`src/rtl/apb_intercon_shared.sv`:
```
// apb_intercon_shared
//   Shared-bus APB interconnect: MASTER_PORTS upstream APB masters compete for
//   one downstream APB bus that fans out to SLAVE_PORTS slaves. A round-robin
//   arbiter picks one requester at a time. Its transfer is replayed downstream
//   to the slave selected by PADDR[ADDR_MSB:ADDR_LSB], and the result is
//   returned to that master.
//
// Ports
//   clk, reset   : clock (rising edge); asynchronous active-low reset
//   S_PADDR      : per-master address, master i at [i*BUS_WIDTH +: BUS_WIDTH]
//   S_PWRITE     : per-master direction (1 = write)
//   S_PSELx      : per-master select, which acts as the request
//   S_PENABLE    : per-master enable
//   S_PWDATA     : per-master write data
//   S_PRDATA     : per-master read data (registered, held between reads)
//   S_PREADY     : per-master completion
//   M_PADDR/M_PWRITE/M_PWDATA : shared downstream address, direction and data
//   M_PSELx      : one-hot downstream slave select
//   M_PENABLE    : shared downstream enable
//   M_PRDATA     : per-slave read data
//   M_PREADY     : per-slave ready
module apb_intercon_shared #(
  parameter int BUS_WIDTH    = 16,
  parameter int DATA_WIDTH   = 16,
  parameter int MASTER_PORTS = 4,
  parameter int SLAVE_PORTS  = 2,
  parameter int ADDR_MSB     = 12,
  parameter int ADDR_LSB     = 12
) (
  input  logic                               clk,
  input  logic                               reset,
  input  logic [MASTER_PORTS*BUS_WIDTH-1:0]  S_PADDR,
  input  logic [MASTER_PORTS-1:0]            S_PWRITE,
  input  logic [MASTER_PORTS-1:0]            S_PSELx,
  input  logic [MASTER_PORTS-1:0]            S_PENABLE,
  input  logic [MASTER_PORTS*DATA_WIDTH-1:0] S_PWDATA,
  output logic [MASTER_PORTS*DATA_WIDTH-1:0] S_PRDATA,
  output logic [MASTER_PORTS-1:0]            S_PREADY,
  output logic [BUS_WIDTH-1:0]               M_PADDR,
  output logic                               M_PWRITE,
  output logic [SLAVE_PORTS-1:0]             M_PSELx,
  output logic                               M_PENABLE,
  output logic [DATA_WIDTH-1:0]              M_PWDATA,
  input  logic [SLAVE_PORTS*DATA_WIDTH-1:0]  M_PRDATA,
  input  logic [SLAVE_PORTS-1:0]             M_PREADY
);

  localparam int MW = (MASTER_PORTS > 1) ? $clog2(MASTER_PORTS) : 1;
  localparam int IW = ADDR_MSB - ADDR_LSB + 1;

  typedef enum logic [1:0] {IDLE, SETUP, ACCESS, DONE} state_t;

  state_t                state_reg;
  logic [MW-1:0]         grant_reg;
  logic [MW-1:0]         rr_ptr_reg;
  logic [IW-1:0]         idx_reg;
  logic [BUS_WIDTH-1:0]  addr_reg;
  logic                  write_reg;
  logic [DATA_WIDTH-1:0] wdata_reg;
  logic [SLAVE_PORTS-1:0] psel_reg;
  logic                  penable_reg;
  logic [DATA_WIDTH-1:0] prdata_reg [MASTER_PORTS];

  logic [BUS_WIDTH-1:0]  s_addr_arr  [MASTER_PORTS];
  logic [DATA_WIDTH-1:0] s_wdata_arr [MASTER_PORTS];
  logic [DATA_WIDTH-1:0] m_rdata_arr [SLAVE_PORTS];

  logic                  req_any;
  logic [MW-1:0]         grant_next;
  logic [IW-1:0]         dec_idx;
  logic [SLAVE_PORTS-1:0] dec_onehot;
  logic                  dec_ok;
  logic                  sel_ready;
  logic [DATA_WIDTH-1:0] sel_rdata;
  logic                  done_fire;
  logic [MW-1:0]         rr_next;

  genvar gi;
  generate
    for (gi = 0; gi < MASTER_PORTS; gi++) begin : g_master
      assign s_addr_arr[gi]  = S_PADDR[gi*BUS_WIDTH +: BUS_WIDTH];
      assign s_wdata_arr[gi] = S_PWDATA[gi*DATA_WIDTH +: DATA_WIDTH];
      assign S_PRDATA[gi*DATA_WIDTH +: DATA_WIDTH] = prdata_reg[gi];
      // Completion is presented combinationally in DONE so the master sees
      // PREADY in the same cycle its PSEL&PENABLE qualify the handshake.
      assign S_PREADY[gi] = done_fire && (grant_reg == MW'(gi));
    end
    for (gi = 0; gi < SLAVE_PORTS; gi++) begin : g_slave
      assign m_rdata_arr[gi] = M_PRDATA[gi*DATA_WIDTH +: DATA_WIDTH];
    end
  endgenerate

  // Round-robin pick: the first requester at or after rr_ptr_reg, wrapping.
  always_comb begin
    req_any    = 1'b0;
    grant_next = '0;
    for (int k = 0; k < MASTER_PORTS; k++) begin
      int            cand;
      logic [MW-1:0] cand_idx;
      cand = int'(rr_ptr_reg) + k;
      if (cand >= MASTER_PORTS) cand = cand - MASTER_PORTS;
      cand_idx = MW'(cand);
      if (!req_any && S_PSELx[cand_idx]) begin
        req_any    = 1'b1;
        grant_next = cand_idx;
      end
    end
  end

  assign dec_idx = s_addr_arr[grant_next][ADDR_MSB:ADDR_LSB];

  // The decoded slave select is one-hot. An out-of-range index selects
  // nothing, and that transfer bypasses the downstream bus.
  always_comb begin
    dec_onehot = '0;
    sel_ready  = 1'b0;
    sel_rdata  = '0;
    for (int s = 0; s < SLAVE_PORTS; s++) begin
      if (int'(dec_idx) == s) dec_onehot[s] = 1'b1;
      if (int'(idx_reg) == s) begin
        sel_ready = M_PREADY[s];
        sel_rdata = m_rdata_arr[s];
      end
    end
  end

  assign dec_ok    = |dec_onehot;
  assign done_fire = (state_reg == DONE) && S_PSELx[grant_reg] && S_PENABLE[grant_reg];
  assign rr_next   = (int'(grant_reg) == MASTER_PORTS - 1) ? '0 : grant_reg + 1'b1;

  assign M_PADDR   = addr_reg;
  assign M_PWRITE  = write_reg;
  assign M_PWDATA  = wdata_reg;
  assign M_PSELx   = psel_reg;
  assign M_PENABLE = penable_reg;

  always_ff @(posedge clk or negedge reset) begin
    if (!reset) begin
      state_reg   <= IDLE;
      grant_reg   <= '0;
      rr_ptr_reg  <= '0;
      idx_reg     <= '0;
      addr_reg    <= '0;
      write_reg   <= 1'b0;
      wdata_reg   <= '0;
      psel_reg    <= '0;
      penable_reg <= 1'b0;
      for (int i = 0; i < MASTER_PORTS; i++) prdata_reg[i] <= '0;
    end else begin
      case (state_reg)
        IDLE: begin
          if (req_any) begin
            grant_reg <= grant_next;
            addr_reg  <= s_addr_arr[grant_next];
            write_reg <= S_PWRITE[grant_next];
            wdata_reg <= s_wdata_arr[grant_next];
            idx_reg   <= dec_idx;
            if (dec_ok) begin
              psel_reg  <= dec_onehot;
              state_reg <= SETUP;
            end else begin
              // No slave lives here: a read returns zero and a write is dropped.
              if (!S_PWRITE[grant_next]) prdata_reg[grant_next] <= '0;
              state_reg <= DONE;
            end
          end
        end
        SETUP: begin
          penable_reg <= 1'b1;
          state_reg   <= ACCESS;
        end
        ACCESS: begin
          if (sel_ready) begin
            psel_reg    <= '0;
            penable_reg <= 1'b0;
            if (!write_reg) prdata_reg[grant_reg] <= sel_rdata;
            state_reg   <= DONE;
          end
        end
        DONE: begin
          if (done_fire) begin
            rr_ptr_reg <= rr_next;
            state_reg  <= IDLE;
          end
        end
        default: state_reg <= IDLE;
      endcase
    end
  end

endmodule

```
`config.mk`:
```
export PLATFORM = sky130hd
export DESIGN_NAME = apb_intercon_shared
export DESIGN_NICKNAME = d
export VERILOG_FILES = /design/src/rtl/apb_intercon_shared.sv
export SDC_FILE = /design/constraint.sdc
export NUM_CORES = 1
export LEC_CHECK = 0
export CORE_ASPECT_RATIO = 0.9
export CORE_MARGIN = 3
export CORE_UTILIZATION = 30
export DETAILED_ROUTE_END_ITERATION = 12
export GPL_TIMING_DRIVEN = 0
export HOLD_SLACK_MARGIN = 0.08
export PLACE_DENSITY = 0.72
export SLEW_MARGIN = 10
export SYNTH_ARGS = -nofsm -noshare
export SYNTH_HDL_FRONTEND = slang
export SYNTH_SLANG_ARGS = --single-unit
```
`constraint.sdc`:
```
create_clock -name clk -period 6.1 [get_ports clk]
set_clock_uncertainty 0.2 [all_clocks]
set_input_delay 0.915 -clock clk [delete_from_list [all_inputs] [get_ports clk]]
set_output_delay 0.915 -clock clk [all_outputs]
set_load 0.05 [all_outputs]
```
Word-level counts from Yosys, hierarchy flattened
Index checks and enable logic that the tools add are counted.
{"block": "op_classes", "add_sub_neg": 8, "magnitude_cmp": 14, "eq_ne": 14, "mux": 59, "n_bitwise": 4, "reduce_logical": 25}
{"op": "64-bit two-way mux", "count": 5}
{"op": "64-bit case mux with 2 select lines", "count": 1}
{"op": "16-bit two-way mux", "count": 7}
{"op": "64-bit bitwise AND", "count": 1}
{"op": "16-bit binary-select mux with 2-bit select", "count": 2}
{"op": "64-bit bitwise mux", "count": 1}
{"op": "16-bit demux with 2-bit select", "count": 2}
{"op": "64-bit inverter", "count": 1}
{"op": "2-bit two-way mux", "count": 16}
{"op": "2-bit by 3-bit less-than comparator with 1-bit output (second input constant)", "count": 6}
{"op": "3-bit greater-or-equal comparator (second input constant)", "count": 5}
{"op": "1-bit two-way mux", "count": 15}
{"op": "1-bit binary-select mux with 2-bit select", "count": 7}
{"op": "2-bit != test (second input constant)", "count": 7}
{"op": "1-bit logical AND", "count": 11}
{"op": "2-bit == test (second input constant)", "count": 4}
{"op": "2-bit case mux with 4 select lines", "count": 1}
{"op": "2-bit by 1-bit subtractor with 2-bit output (second input constant)", "count": 4}
{"op": "2-bit by 2-bit adder with 3-bit output (second input constant)", "count": 2}
{"op": "2-bit by 1-bit == test with 1-bit output (second input constant)", "count": 3}
{"op": "3-bit by 1-bit less-than comparator with 1-bit output (second input constant)", "count": 2}
{"op": "2-bit inverter with 3-bit output", "count": 2}
{"op": "2-bit AND reduction", "count": 3}
{"op": "6-bit AND reduction", "count": 1}
{"op": "other kinds (11)", "count": 15}
{"block": "word_totals", "ff_bits": 107, "in_bits": 176, "wordCells": 137}

Depth between registers and ports, before layout
{"block": "logic_depth", "depth_word": 25, "mapped_depth": 7, "ltp_nobuf": 6}

Least setup slack after synthesis
Ideal clock, no wire load.
{"block": "synth_timing", "path_type": "input-to-output", "start": "input port S_PENABLE[2]", "end": "output port S_PREADY[0]", "arrival_time_ns": 1.879, "setup_slack_ns": 3.106, "path_stages": 5, "path_buffers": 0, "cell_sequence": "nand2_1 o211ai_1 o21ai_0 nor2_1 and2_1"}
{"block": "synth_between", "elab_chain_len": 4}
{"item": "start: declaration", "line": "35", "source": "input logic [MASTER_PORTS-1:0] S_PENABLE,"}
{"item": "1-bit binary-select mux with 2-bit select", "line": "128", "source": "assign done_fire = (state_reg == DONE) && S_PSELx[grant_reg] && S_PENABLE[grant_reg];"}
{"item": "1-bit two-way mux (not written as such)", "line": "128"}
{"item": "1-bit logical AND", "line": "128"}
{"item": "1-bit logical AND", "line": "86", "source": "assign S_PREADY[gi] = done_fire && (grant_reg == MW'(gi));"}
{"item": "end: declaration", "line": "38", "source": "output logic [MASTER_PORTS-1:0] S_PREADY,"}
No other way between the ends. The select of a mux whose other input is x is not followed.

Final worst setup path
{"block": "layout_timing", "start": "input port S_PSELx[3]", "end": "output port S_PREADY[3]"}
{"block": "layout_between", "elab_chain_len": 5}
{"item": "start: declaration", "line": "34", "source": "input logic [MASTER_PORTS-1:0] S_PSELx,"}
{"item": "1-bit binary-select mux with 2-bit select", "line": "128"}
{"item": "1-bit two-way mux (not written as such)", "line": "128"}
{"item": "1-bit logical AND (2 in series)", "line": "128"}
{"item": "1-bit logical AND", "line": "86"}
No other way between the ends. The select of a mux whose other input is x is not followed.

==> summary.md <==
| Metric | Value |
|---|---|
| DR WL met3 | `1.134 mm` |
| Filler cells | `1653` |
| Met2 WL post-DR | `9.888 mm` |
| Crit path cell chain | `clkdlybuf4s50_1, nand3_1, o211ai_1, o21ai_0, nor2_1, and2_1, clkdlybuf4s50_1` |
| Area post-placement | `8444 µm²` |
| Fin. max-slew vios | `0` |
| Num CTS Buffers | `9` |
| Worst R2R Setup Slack | `3670 ps` |
| First-iteration detailed-routing DRC count | `338` |
| Crit path max fanout | `8` |
| Placer congestion estimate | `0.8534` |
| Share of layout cells above drive strength 1 | `5.707%` |
| Area Growth Syn to Fin | `63.96%` |
| Commonest cells after routing, fill and taps aside | `clkdlybuf4s50_1, dfrtp_1, o21ai_0` |
| Post-CTS sizing | `0` |
| Initial antenna violation count | `0` |
| Crit path top cell by count | `clkdlybuf4s50_1` |
| H-tree levels | `3` |
| Post-route ant nets | `0` |
| Tightest Pin Transition | `903.2 ps` |
| Largest register FFs | `64` |
| Leading cell type in the layout, fill and taps excluded | `clkdlybuf4s50_1` |
| Synth Flop Type | `dfrtp_1` |
| Final period utilization | `71.64%` |
| Syn Nets | `729` |
| Worst EP required | `4980 ps` |
| I/O pin cnt | `280` |
| Crit-path max cell delay | `810 ps` |
| Routed wire length | `20.28 mm` |
| CTS Sinks | `106` |
| Yosys warns | `0` |
| Ys async rst share | `100.0%` |
| Vias in the first global route | `5399` |
| Mean post-synth cell area | `9.778 µm²` |
| Worst EP arrival | `3260 ps` |
| Hold_ws | `246.5 ps` |
| Diodes inserted | `0` |
| Max Cap Viol | `0` |
| Pleak | `3.573 nW` |
| Cell row count | `45` |
| Die span in y | `132.4 µm` |
| Slowest library cell on the worst path | `clkdlybuf4s50_1` |
| PortBufs | `279` |
| Minimum clock period | `4370 ps` |
| M1 WL | `8.935 mm` |
| # nets final | `1020` |
| Wire per inst | `18.85 µm` |
| Core ar. | `17120 µm²` |
| Final Cell Area | `8737 µm²` |
| Synth Register Bits | `106` |
| Status | `finished, final reports clean` |
| CP endpoint kind | `output pin` |
| Top sig layer | `met4` |
| Number of remaining DRC errors | `0` |
| Slew HR | `39.79%` |
| # setup viols final | `0` |
| Synth Instances | `545` |
| Post-route setup TNS | `0 ps` |
| Hold Buf Count CTS | `0` |
| Hpwl dp | `15.79 mm` |
| First-pass GRT wire length | `31.78 mm` |
| Hold Path Class | `in2async` |
| Sequential element share of the synthesized area | `49.78%` |
| Via density | `5.021` |
| Crit path launch type | `input port` |
| Max VDD drop | `0.0002412 V` |
| Critical path class | `in2out` |
| CTS root buf | `clkbuf_16` |
| Longest Clk Path Bufs | `2` |
| Fmax | `228.8 MHz` |
| Worst-skew pair later-pin latency | `350 ps` |
| Distinct cell type count after synthesis | `43` |
| Die X | `146.5 µm` |
| Vias | `5403` |
| First-pass DRT Iterations | `5` |
| Synthesized area | `5329 µm²` |
| GR Util All Layers | `20.81%` |
| Post CTS Setup Buffer Count | `0` |
| Largest net degree at the start of global routing | `78` |
| Die area | `19400 µm²` |
| RSZ-0062 raised after global routing | `false` |
| Final Hold Fails | `0` |
| Total congestion overflow | `0` |
| PwrDens | `532.6 nW/µm²` |
| Number of flops mapped to enable cells by yosys | `0` |
| Reg clk slew, reported paths | `70 ps` |
| CTS tree | `done` |
| Initial core utilization | `31.13%` |
## cells by family (layout without fill, tap and decap cells)
| family | Yosys count | after routing | share of synthesized area, % |
|---|---|---|---|
| compound gates | 211 | 211 | 25.66 |
| fa+ha+maj | 8 | 8 | 1.878 |
| buf+inv | 55 | 351 | 5.588 |
| flops | 106 | 106 | 49.78 |
| mux | 22 | 22 | 4.226 |
| simple gates | 143 | 143 | 12.87 |
## path summary, 6_finish.rpt
kind	start	to	cells past startpoint
min in group clk	S_PRDATA[19]	S_PRDATA[19]	2
max in group asynchronous	reset	S_PRDATA[27]	2
min	reset	M_PADDR[7]	1
max	S_PSELx[3]	S_PREADY[3]	7
max reg2reg	M_PADDR[12]	S_PRDATA[42]	7
min reg2reg	S_PRDATA[19]	S_PRDATA[19]	2
## critical path: cells and delay by family
family,cells,cell delay (ps)
AOI/OAI and AO/OA,2,230
buffers and inverters,2,1450
and+or+nand+nor,3,660
## cell type report
| cell class | instances | area (µm²) | area share [%] |
|---|---|---|---|
| timing repair buffer | 280 | 2821 | 32.29 |
| inverter | 6 | 22.52 | 0.2578 |
| clock inverter | 5 | 60.06 | 0.6874 |
| buffer | 49 | 275.3 | 3.151 |
| clock buffer | 11 | 232.7 | 2.664 |
| multi-input combinational | 384 | 2379 | 27.22 |
| tap | 235 | 294.0 | 3.365 |
| sequential | 106 | 2653 | 30.36 |
## cells in the mapped netlist (2+ instances only)
library cell  instances  area [µm²]
a21oi_1              32       160.2
a221o_1              30       300.3
a221o_2               2       22.52
and2_1                5       31.28
buf_2                 7       35.03
buf_4                 2       15.01
buf_6                10       112.6
clkbuf_1             29       108.9
dfrtp_1             106        2653
ha_1                  8       100.1
inv_1                 6       22.52
mux2_2                4       45.04
mux2i_1              18       180.2
nand2_1              76       285.3
nand3_1              35       175.2
nor2_1                6       22.52
nor2b_1               4       25.02
nor3_1                2       10.01
nor3b_1               2       15.01
nor4_1                2       12.51
nor4b_2               2       30.03
o21ai_0             105       525.5
o22a_1               32       280.3
## power by group
group	total (mW)	internal, mW	switching (mW)
Clock	0.601	0.322	0.279
Sequential	1.18	1.00	0.177
Combinational	2.87	1.05	1.83
## layer usage
layer	global-route usage (%)	up-vias
li1	-	2583
met1	28.10	2622
met2	34.02	174
met3	5.068	24
met4	4.754	0
met5	0	-
## metrics by stage
stage          util (%)  worst slack [ps]  std cells  power (mW)
5_1_grt           51.05              1507       1076       4.916
6_report          51.05              1730       1076       4.653
3_3_place_gp      49.17            -387.6       1059       4.050
3_5_place_dp      49.33              1747       1060       4.077
4_1_cts           51.05              1728       1076       4.690
2_1_floorplan         -              3106        545       3.040
Note: power is estimated with default switching activity, not from simulation.
==> edit 1 (config.mk and constraints unchanged) <==
Make the reset (`reset`) synchronous in one clocked block. Comments in the files are not updated.
--- a/src/rtl/apb_intercon_shared.sv
+++ b/src/rtl/apb_intercon_shared.sv
@@ -134,7 +134,7 @@
   assign M_PSELx   = psel_reg;
   assign M_PENABLE = penable_reg;
 
-  always_ff @(posedge clk or negedge reset) begin
+  always_ff @(posedge clk) begin
     if (!reset) begin
       state_reg   <= IDLE;
       grant_reg   <= '0;
Behaviour: differs if reset is asserted again (counterexample within 4 cycles, from zero or initial values and one cycle with reset low); with reset held inactive, the same outputs for 4 cycles.
==> edit 1 against the original RTL <==
  * Wire length down 17%
  * Design area shrank 4.3%
  * Synthesized area shrank 6.0%
  * Die area down 5.8%
  * Sequential share of layout area is 2.7 points higher
  * Register-to-register slack got worse by 700 ps
  * Worst hold slack improved by 26 ps
  * First-iteration DRC count shrank 46%
  * Sequential cell count did not move
  * Setup slack worse by 190 ps
  * Non-clock buffer count decreased by 20
  * Critical path type unchanged
  * Critical endpoint unchanged
Power is not compared: it rests on default switching activity, and its combinational part moved more than twofold at a synthesized area within 25%.
==> edit 1: results (changes against the original RTL) <==
| Metric | Value |
|---|---|
| Status | finished clean |
| Count leader, synth | mux2i_1 |
| Hpwl dp | 13.35 mm (-15%) |
| Fmax | 219.2 MHz (-4.2%) |
| Largest register FFs | 64 (unchanged) |
| Share of cells above drive strength 1 | 5.699% (-0.0087 points) |
| DR pass1 iterations | 4 (-1) |
| CTS buffer count | 9 (unchanged) |
| Via count | 4,600 (-15%) |
| Commonest cells post-synth | mux2i_1, nor2_1, edfxtp_1, nand2_1, dfxtp_1 |
| Setup violations, final | 0 (unchanged) |
| Largest net degree at the start of global routing | 20 (-74%) |
| Pre-CTS WS | 1558 ps (-189.1 ps) |
| Top cells by area, synth | edfxtp_1, dfxtp_1, mux2i_1 |
| Syn_nets | 626 (-14%) |
| CTS root buffer | clkbuf_16 |
| Nets@finish | 917 (-10%) |
| Sw frac | 39.76% |
| Ys async rst share | 0% (-100 points) |
| Peak supply drop | 0.1785 mV |
| Static leakage | 3.046 nW |
| Vias in the first global route | 4,755 (-12%) |
| Postcts setup bufs | 0 (unchanged) |
| Clock Path Buffers | 2 (unchanged) |
| # fillers | 1,418 (-14%) |
| Slew at the pin with the worst max-slew slack | 917.1 ps (+13.89 ps) |
| Reg2reg setup slack | 2970 ps (-700 ps) |
| Post-synthesis mux area share | 16.74% (+13 points) |
| Worst EP arrival | 3450 ps (+190 ps) |
| Post-DP Area | 0.008073 mm^2 (-4.4%) |
| Post-CTS Resized | 0 (unchanged) |
| XOR/XNOR Fraction of Synth Area | 0% (unchanged) |
| Overall routed net length | 16.91 mm (-17%) |
| Slew Viols, Final | 0 (unchanged) |
| # diodes | 0 (unchanged) |
| Antenna violations before repair | 0 (unchanged) |
| GPL Wtd Cong | 0.8245 (-3.4%) |
| Register area share after synthesis | 55.16% (+5.4 points) |
| Primary FF master, synth | edfxtp_1 |
| GRT Util Overall | 17.81% (-3.0 points) |
| Initial DRC count | 184 (-46%) |
| Worst skew pair latency | 350 ps (about the same) |
| Adder-Cell Fraction of Synth Area | 2.248% (+0.37 points) |
| Yosys warns | 0 (unchanged) |
| Hold WC Path Type | reg2reg |
| First-pass GRT wire length | 25.52 mm (-20%) |
| Worst-path clk slew | 80 ps |
| P&R area growth vs syn | 66.97% |
| Post-synth EDFFs | 64 (+64) |
| Worst-path maximum fanout | 8 (unchanged) |
| CTS HTree Levels | 3 (unchanged) |
| Distinct cells, synth | 43 (unchanged) |
| Port Buffer Count | 278 (-0.36%) |
| Post-synthesis compound-gate area fraction | 10.02% (-16 points) |
| DRT antenna net count | 0 (unchanged) |
[edit 1: changes by cell type after synthesis, moves of 32 or more]
cell | unedited run | this run
dfrtp_1 | 106 | 0
dfxtp_1 | 0 | 42
edfxtp_1 | 0 | 64
mux2i_1 | 18 | 80
nand3_1 | 35 | 3
nor2_1 | 6 | 72
o21ai_0 | 105 | 3
o221ai_1 | 0 | 33
o22a_1 | 32 | 0
[edit 1: final timing paths]
check	to	start	cells past startpoint
setup / recovery	S_PREADY[3]	S_PSELx[3]	6
hold / removal	M_PADDR[3]	M_PADDR[3]	2
setup reg to reg	prdata_reg[2][6]	state_reg[0]	9
hold reg to reg	M_PADDR[3]	M_PADDR[3]	2
[edit 1: routing by layer]
| layer | wire, um | up-vias | GRT usage (%) |
|---|---|---|---|
| met2 | 8450 | 220 | 31.47 |
| met4 | 227 | 0 | 4.345 |
| met1 | 6573 | 2167 | 20.93 |
| met5 | 0 | - | 0 |
| li1 | - | 2195 | - |
| met3 | 1657 | 18 | 5.946 |
[edit 1: stage by stage]
stage | std cells | total power, mW | hold WS, ps
2_1_floorplan | 441 | 1.618 | 276.2
3_5_place_dp | 928 | 2.067 | 253.4
5_1_grt | 944 | 2.739 | 297.0
4_1_cts | 944 | 2.639 | 275.0
3_3_place_gp | 926 | 2.043 | 244.5
6_report | 944 | 2.619 | 272.3
[edit 1: logic make-up after synthesis]
| kind of cell | Yosys count |
|---|---|
| compound gates | 62 |
| flops | 106 |
| simple gates | 146 |
| fa+ha+maj | 9 |
| buf+inv | 36 |
| mux | 82 |
[edit 1: worst max-delay path, cell delays in order]
cell and delay, ps:
clkdlybuf4s50_1 660, nand2_1 80, mux4_2 520, nor2_1 290
and2_1 180, clkdlybuf4s50_1 790
[edit 1: final cells by class]
| class | count | share of cell area, % |
|---|---|---|
| buffer | 29 | 1.855 |
| sequential | 106 | 33.03 |
| multi-input combinational | 299 | 24.78 |
| timing repair buffer | 280 | 33.45 |
| clock inverter | 7 | 0.7780 |
| inverter | 7 | 0.3142 |
| tap | 207 | 3.097 |
| clock buffer | 9 | 2.693 |
[edit 1: power groups by stage]
stage                     combinational [mW]  clock [mW]  sequential [mW]
after global routing                    1.18       0.609            0.950
after floorplan                        0.334           0             1.28
final                                   1.11       0.571            0.937
after global placement                  1.10           0            0.945
after CTS                               1.12       0.580            0.936
after detailed placement                1.12           0            0.949
==> edit 2 (config.mk and constraints unchanged) <==
Made on the original files. Set the parameter `SLAVE_PORTS` to 1 (it was 2).
--- a/src/rtl/apb_intercon_shared.sv
+++ b/src/rtl/apb_intercon_shared.sv
@@ -23,7 +23,7 @@
   parameter int BUS_WIDTH    = 16,
   parameter int DATA_WIDTH   = 16,
   parameter int MASTER_PORTS = 4,
-  parameter int SLAVE_PORTS  = 2,
+  parameter int SLAVE_PORTS  = 1,
   parameter int ADDR_MSB     = 12,
   parameter int ADDR_LSB     = 12
 ) (
Interface: changed (resized M_PRDATA, M_PREADY and M_PSELx); port bits go from 280 to 262. No check against the original RTL was run, so the function may have changed too.
==> edit 2 against the original RTL <==
  * Design area is 2.4% lower
  * Synthesized area down 0.59%
  * Combinational power grew 3%
  * Sequential cell count decreased by 1
  * Wire length fell by 5.8%
  * First-iteration DRC count down 30%
  * Total power increased by 2.1%
  * Setup slack improved by 63 ps
  * Register-to-register slack got worse by 950 ps
  * Critical path type unchanged
==> edit 2: results (changes against the original RTL) <==
| Metric | Value |
|---|---|
| Status | finished clean |
| Hpwl dp | 14.68 mm (-7.0%) |
| Static leakage | 3.667 nW (+2.7%) |
| Final cell utilization of the core | 49.82% (-1.2 points) |
| Overall routed net length | 19.10 mm (-5.8%) |
| Hold WC Path Type | reg2reg |
| Met2 Wirelength | 8.860 mm (-10%) |
| Reg2reg setup slack | 2720 ps (-950 ps) |
| Seq. pwr | 1.22 mW (+3%) |
| Syn_area_per_cell | 8.815 um^2 (-9.9%) |
| FF-to-FF Start | rr_ptr_reg[1] |
| Antenna violations before repair | 0 (unchanged) |
| # fillers | 1,649 (-0.24%) |
| Final worst setup slack | 1793 ps (+63.29 ps) |
| Vias in the first global route | 5,344 (-1.0%) |
| Port Buffer Count | 261 (-6.5%) |
| Vias per cell | 4.868 (-3.1%) |
| Final Cell Area | 0.008527 mm^2 (-2.4%) |
| M2 GR Usage | 32.11% (-1.9 points) |
| Clk pwr share | 12.2% (-0.7 points) |
| GPL Wtd Cong | 0.8284 (-2.9%) |
| Sink Count | 105 (-0.94%) |
| Largest net degree at the start of global routing | 54 (-31%) |
| Sw frac | 51.56% (+2.5 points) |
| CTS HTree Levels | 3 (unchanged) |
| Grt met3 use | 7.288% (+2.2 points) |
| Initial DRC count | 235 (-30%) |
| Post-DP Area | 0.008233 mm^2 (-2.5%) |
| Nets@finish | 1,041 (+2.1%) |
| Multi-Input Combinational | 448 (+17%) |
| Max-slew headroom | 42.63% (+2.8 points) |
| Worst R2R End | S_PRDATA[28] |
| Commonest cells post-synth | nand2_1, dfrtp_1, nor2_1, a22o_1, o21ai_0 |
| DR pass1 iterations | 4 (-1) |
| WHS | 280.4 ps (+33.87 ps) |
| GRT Util Overall | 19.32% (-1.5 points) |
| Hold depth | 2 |
| First-pass GRT wire length | 29.69 mm (-6.6%) |
| Clock buf count | 10 (-1) |
| Share of cells above drive strength 1 | 4.323% (-1.4 points) |
| Non-clock buffering overhead | 33.15% (-2.3 points) |
| Top cells by area, synth | dfrtp_1, a22o_1, nand2_1 |
| Peak supply drop | 0.2310 mV (-4.3%) |
| Setup crit end | S_PREADY[1] |
| M1 WL | 8.091 mm (-9.4%) |
| Register area share after synthesis | 49.60% (-0.18 points) |
| # diodes | 1 (+1) |
| Worst EP arrival | 3190 ps (-70 ps) |
| Worst-path maximum fanout | 7 (-1) |
| Wire length on met3 | 1.934 mm (+71%) |
-- edit 2: changes by cell type after synthesis, sizes merged, moves of 3 or more --
cell | before | now
nor2b | 5 | 16
a21oi | 32 | 5
a221o | 32 | 0
buf | 20 | 12
a22o | 1 | 65
nand2 | 76 | 109
nor2 | 7 | 100
o21ai | 106 | 71
mux2i | 18 | 7
nand2b | 1 | 4
o22a | 32 | 0
-- edit 2: logic make-up (layout without fill, tap and decap cells) --
| group | count (synthesis) | in the layout | synth area share (%) |
|---|---|---|---|
| adder cells (fa/ha/maj) | 8 | 8 | 1.890 |
| multiplexers | 10 | 10 | 2.196 |
| flip-flops | 105 | 105 | 49.60 |
| AND/OR/NAND/NOR | 277 | 277 | 22.34 |
| AO/OA/AOI/OAI | 153 | 153 | 20.05 |
| other | 0 | 1 | 0 |
| buffers and inverters | 48 | 326 | 3.921 |
